## src/rtl/sine_pwm_pkg.sv

```systemverilog
// Shared types and helpers for the three-phase sine PWM sequencer.
// Holds the state encoding, the phase offset and the clamp/ramp arithmetic.
package sine_pwm_pkg;

  localparam int unsigned IDX_W = 8;

  typedef enum logic [1:0] {
    ST_IDLE = 2'd0,
    ST_RAMP = 2'd1,
    ST_RUN  = 2'd2,
    ST_STOP = 2'd3
  } state_e;

  function automatic logic [IDX_W-1:0] phase_offset(input int unsigned tbl_len);
    int unsigned third;
    third = tbl_len / 32'd3;
    return third[IDX_W-1:0];
  endfunction

  // Modular add for operands already below len.
  function automatic logic [IDX_W-1:0] wrap_add(input logic [IDX_W-1:0] a,
                                                input logic [IDX_W-1:0] b,
                                                input logic [IDX_W-1:0] len);
    logic [IDX_W:0] sum;
    sum = {1'b0, a} + {1'b0, b};
    if (sum >= {1'b0, len}) begin
      sum = sum - {1'b0, len};
    end else begin
      sum = sum;
    end
    return sum[IDX_W-1:0];
  endfunction

  function automatic logic [31:0] clamp_period(input logic [31:0] p,
                                               input logic [31:0] lo,
                                               input logic [31:0] hi);
    logic [31:0] r;
    if (p < lo) begin
      r = lo;
    end else if (p > hi) begin
      r = hi;
    end else begin
      r = p;
    end
    return r;
  endfunction

  // One ramp adjustment toward goal; the 33-bit intermediate catches wrap both ways.
  function automatic logic [31:0] ramp_toward(input logic [31:0] cur,
                                              input logic [31:0] goal,
                                              input logic [15:0] step);
    logic [32:0] t;
    logic [31:0] r;
    t = 33'd0;
    if (step == 16'd0) begin
      r = goal;
    end else if (cur > goal) begin
      t = {1'b0, cur} - {17'd0, step};
      if (t[32] || (t[31:0] < goal)) begin
        r = goal;
      end else begin
        r = t[31:0];
      end
    end else if (cur < goal) begin
      t = {1'b0, cur} + {17'd0, step};
      if (t > {1'b0, goal}) begin
        r = goal;
      end else begin
        r = t[31:0];
      end
    end else begin
      r = cur;
    end
    return r;
  endfunction

endpackage

```

## src/rtl/sine_phase_idx.sv

```systemverilog
// Shared sine-table index with wrap-around step, plus the two phase-shifted
// copies; all three are registered and change on the same edge.
module sine_phase_idx
  import sine_pwm_pkg::*;
#(
  parameter int unsigned TBL_LEN = 30
) (
  input  logic             clk,
  input  logic             rst_n,
  input  logic             step,
  input  logic             dir,
  output logic [IDX_W-1:0] idx_a,
  output logic [IDX_W-1:0] idx_b,
  output logic [IDX_W-1:0] idx_c
);

  localparam logic [IDX_W-1:0] LEN  = 8'(TBL_LEN);
  localparam logic [IDX_W-1:0] OFF  = phase_offset(TBL_LEN);
  localparam logic [IDX_W-1:0] OFF2 = OFF + OFF;

  logic [IDX_W-1:0] idx_a_q, idx_b_q, idx_c_q;
  logic [IDX_W-1:0] idx_a_d, idx_b_d, idx_c_d;

  // Next index and its offset copies.
  always_comb begin
    idx_a_d = idx_a_q;
    if (step) begin
      if (dir) begin
        if (idx_a_q == 8'd0) begin
          idx_a_d = LEN - 8'd1;
        end else begin
          idx_a_d = idx_a_q - 8'd1;
        end
      end else begin
        if (idx_a_q == LEN - 8'd1) begin
          idx_a_d = 8'd0;
        end else begin
          idx_a_d = idx_a_q + 8'd1;
        end
      end
    end else begin
      idx_a_d = idx_a_q;
    end
    idx_b_d = wrap_add(idx_a_d, OFF, LEN);
    idx_c_d = wrap_add(idx_a_d, OFF2, LEN);
  end

  // Index registers.
  always_ff @(posedge clk or negedge rst_n) begin
    if (!rst_n) begin
      idx_a_q <= 8'd0;
      idx_b_q <= OFF;
      idx_c_q <= OFF2;
    end else begin
      idx_a_q <= idx_a_d;
      idx_b_q <= idx_b_d;
      idx_c_q <= idx_c_d;
    end
  end

  assign idx_a = idx_a_q;
  assign idx_b = idx_b_q;
  assign idx_c = idx_c_q;

endmodule

```

## src/rtl/sine_pwm_ctrl.sv

```systemverilog
// Three-phase sine PWM sequencer: ramps the table-step period between standstill
// and the requested speed, and handles enable, disable and direction reversal.
module sine_pwm_ctrl
  import sine_pwm_pkg::*;
#(
  parameter int unsigned TBL_LEN      = 30,
  parameter logic [31:0] START_PERIOD = 32'd65535,
  parameter logic [31:0] MIN_PERIOD   = 32'd2
) (
  input  logic        clk,
  input  logic        rst_n,
  input  logic        enable,
  input  logic        dir,
  input  logic [31:0] target_period,
  input  logic [15:0] ramp_div,
  input  logic [15:0] ramp_step,
  output logic [7:0]  idx_a,
  output logic [7:0]  idx_b,
  output logic [7:0]  idx_c,
  output logic        step_strobe,
  output logic [31:0] cur_period,
  output logic        running,
  output logic [1:0]  state_o
);

  state_e      state_q, state_d;
  logic [31:0] cur_period_q, cur_period_d;
  logic [31:0] step_cnt_q, step_cnt_d;
  logic [15:0] ramp_cnt_q, ramp_cnt_d;
  logic        dir_q, dir_d;
  logic        strobe_q, strobe_d;
  logic        running_q, running_d;

  logic [31:0] tgt_s, goal_s;
  logic        active_s, ramping_s, step_hit_s, ramp_hit_s;

  // Timer decodes; the step compare uses the period before this cycle's ramp update.
  always_comb begin
    tgt_s      = clamp_period(target_period, MIN_PERIOD, START_PERIOD);
    active_s   = (state_q != ST_IDLE);
    ramping_s  = (state_q == ST_RAMP) || (state_q == ST_STOP);
    goal_s     = (state_q == ST_STOP) ? START_PERIOD : tgt_s;
    step_hit_s = active_s && (step_cnt_q >= (cur_period_q - 32'd1));
    ramp_hit_s = ramping_s && (ramp_cnt_q >= ramp_div);
  end

  // Next-state, timers and period ramp.
  always_comb begin
    state_d = state_q;
    dir_d   = dir_q;

    if (active_s) begin
      step_cnt_d = step_hit_s ? 32'd0 : (step_cnt_q + 32'd1);
    end else begin
      step_cnt_d = step_cnt_q;
    end

    if (ramp_hit_s) begin
      ramp_cnt_d   = 16'd0;
      cur_period_d = ramp_toward(cur_period_q, goal_s, ramp_step);
    end else if (ramping_s) begin
      ramp_cnt_d   = ramp_cnt_q + 16'd1;
      cur_period_d = cur_period_q;
    end else begin
      ramp_cnt_d   = 16'd0;
      cur_period_d = cur_period_q;
    end

    // Direction change outranks disable, which outranks a target change.
    case (state_q)
      ST_IDLE: begin
        if (enable) begin
          dir_d        = dir;
          cur_period_d = START_PERIOD;
          state_d      = ST_RAMP;
        end else begin
          state_d = ST_IDLE;
        end
      end
      ST_RAMP: begin
        if (dir != dir_q) begin
          state_d = ST_STOP;
        end else if (!enable) begin
          state_d = ST_STOP;
        end else if (cur_period_q == tgt_s) begin
          state_d = ST_RUN;
        end else begin
          state_d = ST_RAMP;
        end
      end
      ST_RUN: begin
        if (dir != dir_q) begin
          state_d = ST_STOP;
        end else if (!enable) begin
          state_d = ST_STOP;
        end else if (cur_period_q != tgt_s) begin
          state_d = ST_RAMP;
        end else begin
          state_d = ST_RUN;
        end
      end
      ST_STOP: begin
        if (cur_period_q == START_PERIOD) begin
          if (enable && (dir != dir_q)) begin
            dir_d   = dir;
            state_d = ST_RAMP;
          end else if (!enable) begin
            state_d    = ST_IDLE;
            step_cnt_d = 32'd0;
            ramp_cnt_d = 16'd0;
          end else begin
            state_d = ST_RAMP;
          end
        end else begin
          state_d = ST_STOP;
        end
      end
      default: begin
        state_d = ST_IDLE;
      end
    endcase

    strobe_d  = step_hit_s;
    running_d = (state_d != ST_IDLE);
  end

  // Control registers.
  always_ff @(posedge clk or negedge rst_n) begin
    if (!rst_n) begin
      state_q      <= ST_IDLE;
      cur_period_q <= START_PERIOD;
      step_cnt_q   <= 32'd0;
      ramp_cnt_q   <= 16'd0;
      dir_q        <= 1'b0;
      strobe_q     <= 1'b0;
      running_q    <= 1'b0;
    end else begin
      state_q      <= state_d;
      cur_period_q <= cur_period_d;
      step_cnt_q   <= step_cnt_d;
      ramp_cnt_q   <= ramp_cnt_d;
      dir_q        <= dir_d;
      strobe_q     <= strobe_d;
      running_q    <= running_d;
    end
  end

  sine_phase_idx #(
    .TBL_LEN(TBL_LEN)
  ) u_phase_idx (
    .clk  (clk),
    .rst_n(rst_n),
    .step (step_hit_s),
    .dir  (dir_q),
    .idx_a(idx_a),
    .idx_b(idx_b),
    .idx_c(idx_c)
  );

  assign step_strobe = strobe_q;
  assign cur_period  = cur_period_q;
  assign running     = running_q;
  assign state_o     = state_q;

endmodule

```

## config.mk

```make
export PLATFORM = sky130hd
export DESIGN_NAME = sine_pwm_ctrl
export DESIGN_NICKNAME = d
export VERILOG_FILES = /design/src/rtl/sine_pwm_pkg.sv /design/src/rtl/sine_phase_idx.sv /design/src/rtl/sine_pwm_ctrl.sv
export SDC_FILE = /design/constraint.sdc
export NUM_CORES = 1
export LEC_CHECK = 0
export ABC_CLOCK_PERIOD_IN_PS = 11000
export CORE_MARGIN = 5
export CORE_UTILIZATION = 25
export DETAILED_ROUTE_END_ITERATION = 8
export DONT_BUFFER_PORTS = 1
export PLACE_DENSITY_LB_ADDON = 0.3
export SYNTH_ARGS = -nofsm -noshare
export SYNTH_HDL_FRONTEND = slang
export SYNTH_SLANG_ARGS = --single-unit
```

## constraint.sdc

```tcl
create_clock -name clk -period 11 [get_ports clk]
set_input_delay 1.65 -clock clk [delete_from_list [all_inputs] [get_ports clk]]
set_output_delay 1.65 -clock clk [all_outputs]
set_load 0.03 [all_outputs]
```

==> results of run 1 <==
[flip-flops by register name, summed over array words and instances (netlist names)]
register,cells
step_cnt_q,32
step_strobe,1
u_phase_idx.idx_c,7
cur_period,32
running,1
u_phase_idx.idx_a,8
state_o,2
u_phase_idx.idx_b,7
dir_q,1
ramp_cnt_q,16
[stage by stage]
step / instance area [sq um] / std cells
final: 14300 / 2332
after global routing: 14300 / 2332
after CTS: 14300 / 2332
after detailed placement: 14000 / 2316
after global placement: 14000 / 2316
after floorplan: 13300 / 1693
[metal layers]
metal | GRT usage, % | vias up
met4 | 3.94 | 0
li1 | - | 5915
met5 | 0 | -
met3 | 2.88 | 55
met1 | 19.3 | 5904
met2 | 25.9 | 300
[placed cells by master (no fill, tap or decap), types with 13 or more instances in the layout]
master,instances
sky130_fd_sc_hd__ha_1,189
sky130_fd_sc_hd__nor2_1,169
sky130_fd_sc_hd__nand2_1,129
sky130_fd_sc_hd__a21oi_1,116
sky130_fd_sc_hd__xnor2_1,102
sky130_fd_sc_hd__dfrtp_1,87
sky130_fd_sc_hd__inv_1,83
sky130_fd_sc_hd__o21ai_0,56
sky130_fd_sc_hd__nand3_1,54
sky130_fd_sc_hd__xor2_1,53
sky130_fd_sc_hd__conb_1,48
sky130_fd_sc_hd__a21o_1,47
sky130_fd_sc_hd__nand4_1,40
sky130_fd_sc_hd__nor3_1,36
sky130_fd_sc_hd__nor4_1,27
sky130_fd_sc_hd__and3_1,27
sky130_fd_sc_hd__o21a_1,21
sky130_fd_sc_hd__dfstp_2,20
sky130_fd_sc_hd__nor2b_1,17
sky130_fd_sc_hd__buf_4,15
sky130_fd_sc_hd__nand2b_1,14
sky130_fd_sc_hd__o211ai_1,14
sky130_fd_sc_hd__o22ai_1,14
sky130_fd_sc_hd__a31oi_1,13
sky130_fd_sc_hd__a211oi_1,13
[how the worst max path moves through the flow]
| stage | start | to | slack, ps | cells past startpoint |
|---|---|---|---|---|
| after floorplan | ramp_step[0] | cur_period[25] | 4410 | 26 |
| after global placement | ramp_step[0] | cur_period[2] | 3420 | 25 |
| after detailed placement | ramp_step[0] | cur_period[2] | 3270 | 25 |
| after CTS | cur_period[3] | u_phase_idx.idx_b[3] | 3400 | 24 |
| after global routing | cur_period[3] | u_phase_idx.idx_b[3] | 2860 | 24 |
| final | cur_period[3] | u_phase_idx.idx_b[3] | 3420 | 24 |
[worst max-delay path: cells and delay by family (launching register included)]
kind,cells,cell delay (ps)
AO/OA/AOI/OAI,6,1480
XOR/XNOR,1,150
adder cells (fa/ha/maj),2,590
buffers and inverters,2,480
flip-flops,1,520
multiplexers,3,1610
AND/OR/NAND/NOR,10,2670
[cell type report]
class	count	share of cell area (%)
multi-input cells	1419	69.7
flip-flops and latches	107	18.9
well taps	688	6.03
inverters	87	2.29
clock buffers	9	1.58
repair buffers	15	0.789
clock inverters	7	0.623
[cells by family after synthesis]
kind of cell,synth area share [%]
AOI/OAI and AO/OA,21.4
buffers and inverters,5.20
and+or+nand+nor,22.4
DFF,20.6
muxes,1.64
adders and majority gates,18.3
other,0.0285
xor gates and xnor gates,10.5
[power groups by stage]
stage	combinational (mW)	clock, mW	sequential [mW]
after floorplan	1.10	0	0.603
after detailed placement	1.34	0	0.740
after global placement	1.32	0	0.736
after CTS	1.35	0.377	0.733
final	1.36	0.361	0.730
after global routing	1.53	0.389	0.746
==> summary.txt, run 1 <==
==================================================================================
Outcome                                                               finished, final reports clean
Number of enable flip-flop cells after synthesis                                 0
Pre-Repair DR Iteration Count                                                    5
Clock tree from TritonCTS                                                     done
Total of cells resized after clock tree synthesis                                0
Proportion of power drawn by combinational gates                             55.6%
Switching component of the power                                           1.25 mW
Area inside the core boundary                                          52300 sq um
Required time at the endpoint of the critical path                        11320 ps
Critical path endpoint category                                          flip-flop
End-of-flow core utilization                                                 27.3%
Initial antenna violation count                                                  0
Worst-path clk slew                                                          90 ps
Top-count cell post-synth                                             sky130_fd_sc_hd__ha_1
Net count of the finished layout                                              1898
Post-route fraction of the period consumed by the critical path              68.9%
Area delta synth->final                                                      8.57%
Routed met3 length                                                         2400 um
Internal portion of total power                                            1.20 mW
Count of max-cap constraint violations                                           0
Final setup violation count                                                      0
Number of instances in the synthesized netlist                                1646
Distinct cell type count of the synthesized netlist                             95
Synth Warn #                                                                     0
Maximum root-to-sink buffer count                                                2
Setup slack at placement                                                   3270 ps
Wire length of the first global-routing pass                              69500 um
Commonest cells in the netlist                                        sky130_fd_sc_hd__ha_1, sky130_fd_sc_hd__nor2_1, sky130_fd_sc_hd__nand2_1
Final WL                                                                  43500 um
Hold Path Stages                                                                 1
Area taken by flip-flops and latches                                    2700 sq um
Part of the total power dissipated in sequential elements                    29.7%
Highest net fanout along the worst path                                         31
Routed wl met2                                                            20900 um
Highest-delay cell along the critical path                            sky130_fd_sc_hd__mux2i_1
Setup repair after global routing missed its margin                          false
Top routing layer used                                                        met4
Minimum clock period after layout                                          7580 ps
Overall overflow remaining after global route                                    0
Area share of the largest cell type after synthesis                          18.0%
Total standard cell area after synthesis                               13100 sq um
Static leakage                                                             6.62 nW
Placed wire-length estimate after detailed placement                      33600 um
Startpoint types                                                         flip-flop
Endpoints failing hold                                                           0
Effective utilization at floorplan                                           25.1%
Count of vias placed by the detailed router                                  12200
Final Worst Setup Slack                                                    3420 ps
Worst hold-check slack                                                      551 ps
Number of port buffers                                                           0
Clock Skews                                                                13.7 ps
Number of sinks driven by the clock tree                                       107
Flop-to-flop setup slack                                                   3420 ps
Routed length per instance                                                 18.7 um
Cells taking the most area after synthesis                            sky130_fd_sc_hd__ha_1, sky130_fd_sc_hd__dfrtp_1, sky130_fd_sc_hd__xnor2_1
Die Y                                                                       239 um
Critical Path, Cell by Cell                                           or3_1 -> nor2_1 -> nand3_1 -> nor4_1 -> inv_1 -> nor2_1 -> nand3_1 -> nor3_1 -> xnor2_1 -> ha_1 -> nand2_1 -> nor3_1 -> a221oi_1 -> o21ai_0 -> o21ai_2 -> buf_4 -> mux2i_1 -> ha_1 -> o21ai_0 -> mux2i_1 -> o211ai_1 -> o21bai_1 -> nand3b_2 -> mux2_1
Violation count after the first detailed-route iteration                       931
Met1 wire length                                                          19300 um
Share of final-layout standard cells stronger than drive strength 1          5.54%
WS Path Type                                                               reg2reg
Antenna diode instance count                                                     0
Max stage delay on crit path                                                770 ps
Average vias per placed instance                                              5.22
Min-delay worst type                                                       reg2reg
Total area of multi-input combinational cells                           9950 sq um
Share of total power consumed by net switching                               51.1%
Number of placement rows                                                        84
Setup repair bufs after CTS                                                      0
R2r endpoint                                                          u_phase_idx.idx_b[3]
Areal power density over the cells                                     172 nW/um^2
CP Data Arrival Time                                                       7900 ps
Sequential fraction of the synthesis area                                    20.6%
Clock power share                                                            14.7%
Slew of the pin with the lowest slew margin                                1140 ps
Avg Cell Area, Syn                                                      7.98 sq um
Sum Neg Setup Slack                                                           0 ps
Pins Over Slew Limit                                                             0
Reg2reg path depth                                                              24
Clk_lat worst skew                                                          390 ps
Remaining DRCs                                                                   0
Cell taking the most area after synthesis                             sky130_fd_sc_hd__ha_1
Ys flop type                                                          sky130_fd_sc_hd__dfrtp_1
Worst Hold Endpoint                                                   ramp_cnt_q[0]
Max rail drop VDD                                                      0.0000780 V
Cell at the root of the clock tree                                    sky130_fd_sc_hd__clkbuf_16
Worst r2r src                                                         cur_period[3]
Total routing resource utilization after global routing                      15.0%
Relative slew slack                                                          24.1%
Worst hold start                                                      ramp_cnt_q[0]
Ports                                                                          128
Design Power                                                               2.46 mW
Final Wtd Congestion                                                         0.851
Via count of the first global-routing pass                                   12300
Die boundary width                                                          239 um
Largest net degree at the start of global routing                              108
Number of nets still failing antenna checks after routing                        0
CTS buffer count                                                                 9
CTS HTree Levels                                                                 3
Number of hold-repair buffers added at the cts stage                             0
Die Footprint                                                          57200 sq um
Fmax                                                                       132 MHz
Fillers                                                                       5714
Async set-or-reset flop fraction in the synthesized netlist                   100%
Post-synthesis register bit count                                              107
==================================================================================
(Power assumes the default switching activity.)
==> run 2: changes to the inputs <==
ABC_CLOCK_PERIOD_IN_PS = 6450   (was 11000)
clock period = 6.45 ns   (was 11 ns; I/O delays follow)
==> run 2 against run 1 <==
Via count up 1.7%. Combinational power up 110%. Clock skew up 9.2 ps. Sequential power up 27%.
==> summary.txt, run 2 (same netlist as run 1, synthesis figures left out) <==
====================================================================================
Highest-delay cell along the critical path                              sky130_fd_sc_hd__or4b_2
Switching component of the power                                             2.17 mW   +73%
Setup repair after global routing missed its margin                            false
Pre-Repair DR Iteration Count                                                      7   +2
Reg2reg path depth                                                                23   -4.2%
Worst r2r src                                                           cur_period[6]
Slew of the pin with the lowest slew margin                                  1160 ps   +16.0 ps
Violation count after the first detailed-route iteration                         910   -2.3%
Highest net fanout along the worst path                                           19   -39%
Most common cell type on the critical path                              sky130_fd_sc_hd__a21oi_1
Clk_lat worst skew                                                            370 ps   -20 ps
Share of total power consumed by net switching                                 50.4%   -0.68 points
Proportion of power drawn by combinational gates                               65.3%   +9.7 points
Placed inst area                                                         14400 sq um   +2.9%
Routed length per instance                                                   19.0 um   +1.8%
Area delta synth->final                                                        11.7%
Overall overflow remaining after global route                                      0   unchanged
Startpoint types                                                           flip-flop
Post-route non-filler standard cell count                                       2384   +2.2%
CP Data Arrival Time                                                         6390 ps   -1510 ps
Largest net degree at the start of global routing                                108   unchanged
Most common library cell in the layout ignoring fill and taps           sky130_fd_sc_hd__ha_1
Post-route cell area                                                     14700 sq um   +2.9%
Cell at the root of the clock tree                                      sky130_fd_sc_hd__clkbuf_16
Number of hold-repair buffers added at the cts stage                               0   unchanged
Worst-path clk slew                                                            80 ps   about the same
Fillers                                                                         5622   -1.6%
Startpoint of the most critical setup path                              cur_period[6]
Part of the total power dissipated in sequential elements                      21.6%   -8.1 points
Static leakage                                                               6.86 nW   +3.7%
WS Path Type                                                                 reg2reg
Max stage delay on crit path                                                  670 ps   -100 ps
Final setup violation count                                                        0   unchanged
Via count of the first global-routing pass                                     12200   -0.70%
Maximum root-to-sink buffer count                                                  2   unchanged
CTS buffer count                                                                   9   unchanged
Net count of the finished layout                                                1950   +2.7%
Sum Neg Setup Slack                                                             0 ps   unchanged
Commonest cells after routing, fill and taps aside                      sky130_fd_sc_hd__ha_1, sky130_fd_sc_hd__nor2_1, sky130_fd_sc_hd__nand2_1
Count of max-cap constraint violations                                             0   unchanged
Total routing resource utilization after global routing                        15.2%   +0.18 points
Die boundary width                                                            239 um   unchanged
Die Footprint                                                            57200 sq um   unchanged
Cell Count Post-Placement                                                       2366   +2.2%
Setup slack at placement                                                     44.5 ps   -3230 ps
Placed wire-length estimate after detailed placement                        35500 um   +5.9%
Initial antenna violation count                                                    0   unchanged
Pins Over Slew Limit                                                               0   unchanged
Clock Skews                                                                  22.9 ps   +9.16 ps
Final Worst Setup Slack                                                       362 ps   -3060 ps
Area inside the core boundary                                            52300 sq um   unchanged
Final Wtd Congestion                                                           0.903   +6.2%
Areal power density over the cells                                       293 nW/um^2   +70%
Remaining DRCs                                                                     0   unchanged
Fmax                                                                         164 MHz   +25%
Number of buffer and inverter instances along the worst setup path                 3   +1
Count of vias placed by the detailed router                                    12400   +1.7%
Share of final-layout standard cells stronger than drive strength 1            8.73%   +3.2 points
Effective utilization at floorplan                                             25.1%   unchanged
Number of placement rows                                                          84   unchanged
Antenna diode instance count                                                       0   unchanged
Number of port buffers                                                             0   unchanged
Outcome                                                                 finished, final reports clean
Relative slew slack                                                            23.0%   -1.1 points
Depth of the critical timing path with buffers and inverters included             23   -4.2%
Max rail drop VDD                                                         0.000125 V   +60%
Critical Path, Cell by Cell                                             buf_4 -> ha_1 -> inv_1 -> a21oi_1 -> or4b_2 -> nand2_1 -> o21ai_1 -> o31a_1 -> nand4_1 -> xnor2_1 -> ha_1 -> a21o_1 -> a21o_1 -> a21oi_1 -> o21ai_0 -> a211o_1 -> o22a_1 -> a211oi_4 -> buf_12 -> o21a_1 -> o221ai_1 -> a21oi_1 -> o2bb2a_1
Wire length of the first global-routing pass                                69900 um   +0.58%
Min-delay worst type                                                        in2async
Clock power share                                                              13.1%   -1.6 points
Critical path endpoint category                                            flip-flop
Cell class contributing the biggest share of worst-path delay           compound AO/OA/AOI/OAI gates
Endpoints failing hold                                                             0   unchanged
Required time at the endpoint of the critical path                           6760 ps   -4560 ps
Clock tree from TritonCTS                                                       done
Die Y                                                                         239 um   unchanged
Number of sinks driven by the clock tree                                         107   unchanged
CTS HTree Levels                                                                   3   unchanged
Final WL                                                                    45300 um   +4.0%
Internal portion of total power                                              2.13 mW   +77%
End-of-flow core utilization                                                   28.0%   +0.78 points
Average vias per placed instance                                                5.19   -0.52%
Post-route fraction of the period consumed by the critical path                94.4%   +25 points
Ports                                                                            128   unchanged
Minimum clock period after layout                                            6090 ps   -1490 ps
Number of nets still failing antenna checks after routing                          0   unchanged
====================================================================================
[run 2: path summary, 6_finish.rpt]
kind | to | slack (ps)
worst max-delay path | cur_period[27] | 360
worst min-delay path | ramp_cnt_q[11] | 300
worst max register to register | cur_period[27] | 360
worst min register to register | ramp_cnt_q[0] | 550
max in group asynchronous | u_phase_idx.idx_c[4] | 5870
min in group clk | ramp_cnt_q[0] | 550
[run 2: final cells by class]
| type | instances | area, sq um | area share (%) |
|---|---|---|---|
| Multi-Input combinational cell | 1419 | 9980 | 68.0 |
| Inverter | 87 | 327 | 2.23 |
| Timing Repair Buffer | 67 | 528 | 3.60 |
| Tap cell | 688 | 861 | 5.87 |
| Clock inverter | 5 | 36.3 | 0.247 |
| Clock buffer | 11 | 243 | 1.65 |
| Sequential cell | 107 | 2700 | 18.4 |
[run 2: power by group through the flow]
stage	clock [mW]	combinational, mW	sequential (mW)
after global routing	0.608	3.08	0.949
after floorplan	0	1.87	1.03
final	0.563	2.81	0.928
after CTS	0.581	2.78	0.930
after global placement	0	2.74	0.939
after detailed placement	0	2.75	0.941
[run 2: metal layers]
metal / routed length (um) / GRT usage [%] / vias to the layer above / part of all wire, %
met5: 0 / 0 / - / 0
met4: 1590 / 5.69 / 0 / 3.5
met3: 2720 / 2.88 / 71 / 6.0
met2: 20700 / 25.0 / 380 / 46
met1: 20200 / 19.9 / 5915 / 45
li1: - / - / 6015 / -
[run 2: through the flow]
step	power, mW	hold slack [ps]
after CTS	4.29	278
final	4.30	304
after global routing	4.64	274
after global placement	3.68	530
after detailed placement	3.69	538
after floorplan	2.90	474
[run 2: timing repair]
| item | in CTS | in global routing |
|---|---|---|
| endpoints found under the hold margin | 0 | 0 |
| buffers inserted | 0 | 2 |
| setup endpoints to repair | 0 | 17 |
| resized for setup | 0 | 6 |
